===== src/rtl/ps2_pkg.sv =====
// PS/2 shared definitions.
// Used by the host transmitter and the keyboard receiver.
package ps2_pkg;

   typedef enum logic [2:0] {
      IDLE,
      INHIBIT,
      RTS,
      SEND,
      ACK,
      WAIT_IDLE
   } ps2_state_e;

   localparam int PS2_FRAME_BITS = 10;

   function automatic int us_to_cycles(input longint clk_hz, input longint us);
      return int'((clk_hz * us) / 1_000_000);
   endfunction

endpackage


===== src/rtl/ps2_host_tx_edge_sync.sv =====
// 2-FF synchronizer for the PS/2 clock and data pins.
// Also flags a falling edge of the synced clock.
module ps2_edge_sync (
   input  logic Clk,
   input  logic Rst,
   input  logic clk_i,
   input  logic data_i,
   output logic clk_o,
   output logic data_o,
   output logic fall_o
);

   logic [1:0] clk_q, clk_d;
   logic [1:0] data_q, data_d;
   logic       prev_q;

   assign clk_d  = {clk_q[0], clk_i};
   assign data_d = {data_q[0], data_i};

   // Idle bus is high, so the chain resets to 1.
   always_ff @(posedge Clk or negedge Rst) begin
      if (!Rst) begin
         clk_q  <= 2'b11;
         data_q <= 2'b11;
         prev_q <= 1'b1;
      end else begin
         clk_q  <= clk_d;
         data_q <= data_d;
         prev_q <= clk_q[1];
      end
   end

   assign clk_o  = clk_q[1];
   assign data_o = data_q[1];
   assign fall_o = prev_q & ~clk_q[1];

endmodule


===== src/rtl/ps2_host_tx.sv =====
// PS/2 host-to-device command transmitter.
// Drives key_clk/key_data open-drain via output enables.
module ps2_host_tx
   import ps2_pkg::*;
#(
   parameter int CLK_HZ         = 50_000_000,
   parameter int INHIBIT_CYCLES = us_to_cycles(CLK_HZ, 100),
   parameter int RTS_CYCLES     = 8,
   parameter int TIMEOUT_CYCLES = us_to_cycles(CLK_HZ, 15_000)
) (
   input  logic       Clk,
   input  logic       Rst,
   input  logic       tx_valid,
   input  logic [7:0] tx_data,
   output logic       tx_ready,
   output logic       tx_done,
   output logic       tx_err,
   output logic       rx_inhibit,
   input  logic       ps2_clk_in,
   input  logic       ps2_data_in,
   output logic       ps2_clk_oe,
   output logic       ps2_data_oe
);

   localparam int MAX_A = (INHIBIT_CYCLES > RTS_CYCLES) ?
                          INHIBIT_CYCLES : RTS_CYCLES;
   localparam int MAXC  = (MAX_A > TIMEOUT_CYCLES) ?
                          MAX_A : TIMEOUT_CYCLES;
   localparam int CW    = $clog2(MAXC + 1);

   localparam logic [CW-1:0] INH_LAST = CW'(INHIBIT_CYCLES - 1);
   localparam logic [CW-1:0] RTS_LAST = CW'(RTS_CYCLES - 1);
   localparam logic [CW-1:0] TO_LAST  = CW'(TIMEOUT_CYCLES - 1);
   localparam logic [CW-1:0] CNT_MAX  = '1;
   localparam logic [3:0]    IDX_LAST = 4'(PS2_FRAME_BITS - 1);

   ps2_state_e                state_q, state_d;
   logic [CW-1:0]             cnt_q, cnt_d;
   logic [PS2_FRAME_BITS-1:0] frame_q, frame_d;
   logic [3:0]                idx_q, idx_d;
   logic                      doe_q, doe_d;
   logic                      done_q, done_d;
   logic                      err_q, err_d;

   logic clk_s, data_s, fall;
   logic timed;

   ps2_edge_sync u_sync (
      .Clk    (Clk),
      .Rst    (Rst),
      .clk_i  (ps2_clk_in),
      .data_i (ps2_data_in),
      .clk_o  (clk_s),
      .data_o (data_s),
      .fall_o (fall)
   );

   // State, frame, counter and pulse registers.
   always_ff @(posedge Clk or negedge Rst) begin
      if (!Rst) begin
         state_q <= IDLE;
         cnt_q   <= '0;
         frame_q <= '1;
         idx_q   <= '0;
         doe_q   <= 1'b0;
         done_q  <= 1'b0;
         err_q   <= 1'b0;
      end else begin
         state_q <= state_d;
         cnt_q   <= cnt_d;
         frame_q <= frame_d;
         idx_q   <= idx_d;
         doe_q   <= doe_d;
         done_q  <= done_d;
         err_q   <= err_d;
      end
   end

   assign timed = (state_q == SEND) || (state_q == ACK) ||
                  (state_q == WAIT_IDLE);

   // Next state, including the shared counter and frame shifter.
   always_comb begin
      state_d = state_q;
      cnt_d   = cnt_q;
      frame_d = frame_q;
      idx_d   = idx_q;
      doe_d   = doe_q;
      done_d  = 1'b0;
      err_d   = 1'b0;

      if (timed) begin
         if (fall) begin
            cnt_d = '0;
         end else if (cnt_q != CNT_MAX) begin
            cnt_d = cnt_q + CW'(1);
         end
      end

      unique case (state_q)
         IDLE: begin
            doe_d = 1'b0;
            if (tx_valid) begin
               frame_d = {1'b1, ~^tx_data, tx_data};
               idx_d   = '0;
               cnt_d   = '0;
               state_d = INHIBIT;
            end
         end
         INHIBIT: begin
            if (cnt_q == INH_LAST) begin
               cnt_d   = '0;
               doe_d   = 1'b1;
               state_d = RTS;
            end else begin
               cnt_d = cnt_q + CW'(1);
            end
         end
         RTS: begin
            if (cnt_q == RTS_LAST) begin
               cnt_d   = '0;
               state_d = SEND;
            end else begin
               cnt_d = cnt_q + CW'(1);
            end
         end
         SEND: begin
            if (fall) begin
               doe_d   = ~frame_q[0];
               frame_d = {1'b1, frame_q[PS2_FRAME_BITS-1:1]};
               idx_d   = idx_q + 4'd1;
               if (idx_q == IDX_LAST) begin
                  state_d = ACK;
               end
            end
         end
         ACK: begin
            if (fall) begin
               if (!data_s) begin
                  state_d = WAIT_IDLE;
               end else begin
                  err_d   = 1'b1;
                  state_d = IDLE;
               end
            end
         end
         WAIT_IDLE: begin
            if (clk_s && data_s) begin
               done_d  = 1'b1;
               state_d = IDLE;
            end
         end
         default: state_d = IDLE;
      endcase

      if (timed && !fall && (cnt_q == TO_LAST)) begin
         state_d = IDLE;
         doe_d   = 1'b0;
         done_d  = 1'b0;
         err_d   = 1'b1;
      end
   end

   // Outputs decoded from the current state.
   always_comb begin
      tx_ready    = (state_q == IDLE);
      rx_inhibit  = (state_q != IDLE);
      ps2_clk_oe  = (state_q == INHIBIT) || (state_q == RTS);
      ps2_data_oe = doe_q;
      tx_done     = done_q;
      tx_err      = err_q;
   end

endmodule


===== config.mk =====
export PLATFORM = sky130hd
export DESIGN_NAME = ps2_host_tx
export DESIGN_NICKNAME = d
export VERILOG_FILES = /design/src/rtl/ps2_pkg.sv /design/src/rtl/ps2_host_tx_edge_sync.sv /design/src/rtl/ps2_host_tx.sv
export SDC_FILE = /design/constraint.sdc
export NUM_CORES = 1
export LEC_CHECK = 0
export ABC_CLOCK_PERIOD_IN_PS = 4200
export CORE_ASPECT_RATIO = 1.25
export CORE_MARGIN = 10
export CORE_UTILIZATION = 64
export CTS_BUF_LIST = sky130_fd_sc_hd__clkbuf_8
export CTS_CLUSTER_DIAMETER = 40
export DETAILED_ROUTE_END_ITERATION = 8
export PLACE_DENSITY_LB_ADDON = 0.1
export SYNTH_ARGS = -nofsm -noshare
export SYNTH_HDL_FRONTEND = slang
export SYNTH_HIERARCHICAL = 1
export SYNTH_SLANG_ARGS = --single-unit

===== constraint.sdc =====
create_clock -name Clk -period 4.2 [get_ports Clk]
set_input_delay 0.84 -clock Clk [delete_from_list [all_inputs] [get_ports Clk]]
set_output_delay 0.84 -clock Clk [all_outputs]
set_load 0.05 [all_outputs]

==> impl_results.md <==
- Critical path arrival: 2160 ps
- Num rows: 25
- Final std cells w/o fill: 371
- Grt ovf: 0
- TritonCTS clock tree: yes
- Initial Util: 0.673
- Synth top area cells: dfrtp_1, dfstp_2, nor2_1, o21ai_0, a21oi_1
- Lkg Pwr: 1.20 nW
- Share of layout cells above drive strength 1: 0.104
- Tightest Pin Transition: 1170 ps
- Fin crit share: 0.715
- Ant diodes: 0
- Port buffer count: 18
- Post-CTS sizing: 0
- Ys async rst share: 1.00
- Clock latency on the worst-skew pair: 300 ps
- Clock Tree Buf Depth: 2
- Final Hold Vio Count: 0
- Placed cell areas: 2780 um^2
- Sequential area share after synthesis: 0.432
- Core ar.: 3850 um^2
- Core Util, Final: 0.745
- Die Y: 91.1 um
- Final Instance Area: 2870 um^2
- FF+latch count, synth: 44
- Critical Path Start Type: flip-flop
- Nets: 332
- Post-synthesis cell type count: 55
- Clock sink total: 44
- DR DRC count: 0
- Syn Inst Count: 305
- Maximum vdd drop: 0.627 mV
- H-Tree Depth: 2
- Syn nets: 321
- Initial antenna violation count: 0
- Finish-stage setup viols: 0
- Seq. cell area: 1120 um^2
- # fillers: 307
- Root Driver: clkbuf_8
- First-pass GRT wire length: 10300 um
- Avg Cell Area, Syn: 8.50 um^2
- CP Class: reg -> out
- Pre-CTS WS: 1530 ps
- Wire length per cell: 15.7 um
- Max_cap viols: 0
- Cell taking the most area after synthesis: dfrtp_1
- Setup WS post-layout: 1200 ps
- Post-DRT Antenna Nets: 0
- Placed Cells: 363
- Synthesized area: 2590 um^2
- Vias per inst: 6.21
- Setup Fix Bufs, Post-CTS: 0
- DRT iter0 DRCs: 202
- Yosys top cell area share: 0.290
- Number of flops mapped to enable cells by yosys: 0
- Largest net degree at the start of global routing: 45
- Num CTS Buffers: 5
- Area of the multi-input gates: 1340 um^2
- Pwr Density: 649 nW/um^2
- Final Power: 1.86 mW
- Final setup TNS: 0 ps
- Slew Limit Fails: 0
- Highest clock rate: 0.333 GHz
- Final WL: 5820 um
- Slew HR: 0.215
- CP required: 3360 ps
- Final Critical Period: 3000 ps
- Total die area: 7010 um^2
- CP max FO: 18
- Status: completed
- GPL Wtd Cong: 0.958
- Num ports: 19
- Skew final: 9.66 ps
- RSZ-0062 raised after global routing: false
- CP Capture Type: output port
- Clock Pin Slew Worst Setup and Hold Paths: 90 ps
- Top_reg_cell synth: dfrtp_1
- Hold WS: 361 ps
- Post-cts hold buffer count: 0
- Overall track demand over capacity in global routing: 0.172
- Area Overhead vs Synth: 10.6%
- Yosys warnings: 6
- Hpwl dp: 4180 um
- Die Wd: 76.9 um
- Vias in the first global route: 2288
- Drt first pass iters: 4
- Hold Path Class: reg -> reg
- DR vias: 2305
-- state kept, by name, indices dropped and copies added (netlist names) --
register,flops
frame_q,9
u_sync/clk_q,2
u_sync/prev_q,1
tx_err,1
u_sync/data_q,2
idx_q,4
tx_done,1
ps2_data_oe,1
state_q,3
cnt_q,20
-- cells in the final DEF (no fill, tap or decap), types with 4 or more instances in the layout --
master,instances
nor2_1,41
o22ai_1,11
o21ai_0,25
a21oi_1,21
and3_1,4
clkdlybuf4s50_1,17
xnor2_1,5
nor3_1,11
nand4_1,8
dfrtp_1,30
dfstp_2,14
nor4_1,5
nand2_1,22
nand3_1,13
inv_1,17
clkbuf_8,5
-- cells by family after synthesis --
family	after synthesis	share of synthesized area
buf+inv	32	0.0497
simple gates	125	0.245
flops	44	0.432
xor+xnor	8	0.0270
compound gates	89	0.216
fa+ha+maj	3	0.0145
mux	4	0.0159
-- routing by layer --
layer / share of wire / vias to the layer above / GRT usage / routed length [um]
met3: 0.050 / 17 / 0.0375 / 290
met2: 0.50 / 55 / 0.302 / 2900
met1: 0.42 / 1098 / 0.193 / 2470
li1: - / 1135 / - / -
met4: 0.027 / 0 / 0.0761 / 159
met5: 0 / - / 0 / 0
-- critical path, cell delays in order (launching register included) --
cell and delay [ps]:
dfrtp_1 570, nand2b_1 250, a21oi_1 200, clkdlybuf4s50_1 850
-- worst paths after layout --
| kind | slack [ps] | endpoint | from | depth (start not counted) |
|---|---|---|---|---|
| setup / recovery | 1200 | ps2_clk_oe | state_q[0]$_DFFE_PN0P_ | 3 |
| hold / removal | 360 | u_sync/clk_q[1]$_DFF_PN1_ | u_sync/clk_q[0]$_DFF_PN1_ | 0 |
| setup reg to reg | 1510 | cnt_q[14]$_DFF_PN0_ | cnt_q[0]$_DFF_PN0_ | 7 |
| hold reg to reg | 360 | u_sync/clk_q[1]$_DFF_PN1_ | u_sync/clk_q[0]$_DFF_PN1_ | 0 |
| max in group asynchronous | 2910 | cnt_q[1]$_DFF_PN0_ | Rst | 1 |
| min in group asynchronous | 690 | tx_err$_DFF_PN0_ | Rst | 1 |
-- area by class of cell --
class                   count  share of cell area
flip-flops and latches     44               0.390
clock buffers               5              0.0240
multi-input cells         229               0.469
repair buffers             20              0.0664
well taps                  54              0.0236
inverters                  16              0.0210
clock inverters             3             0.00568
-- synth_stat cells (2+ instances only) --
cell      count
nand2b_1      2
o21ai_0      25
a21oi_1      21
a211o_1       2
nor3_1       11
nor4_1        5
or4_1         3
a21boi_0      2
o32a_1        2
dfrtp_1      30
mux2i_1       3
clkbuf_1     14
o211ai_1      2
nand3_1      13
and3_1        4
dfstp_2      14
a22oi_1       2
nor2_1       41
xor2_1        3
o21ai_2       2
nand4_1       8
ha_1          3
xnor2_1       5
inv_1        16
nand2_1      22
nor2b_1       2
nand4b_1      2
a311oi_1      2
o22ai_1      11
o21a_1        3
a21o_1        3
a31oi_1       2
and2_1        2
o221ai_1      2
-- power by group --
part           leakage, nW  internal (mW)  switching [mW]
clock               0.0453          0.114           0.146
combinational        0.595          0.341           0.587
sequential           0.555          0.552           0.118
Note: power is estimated with default switching activity, not from simulation.
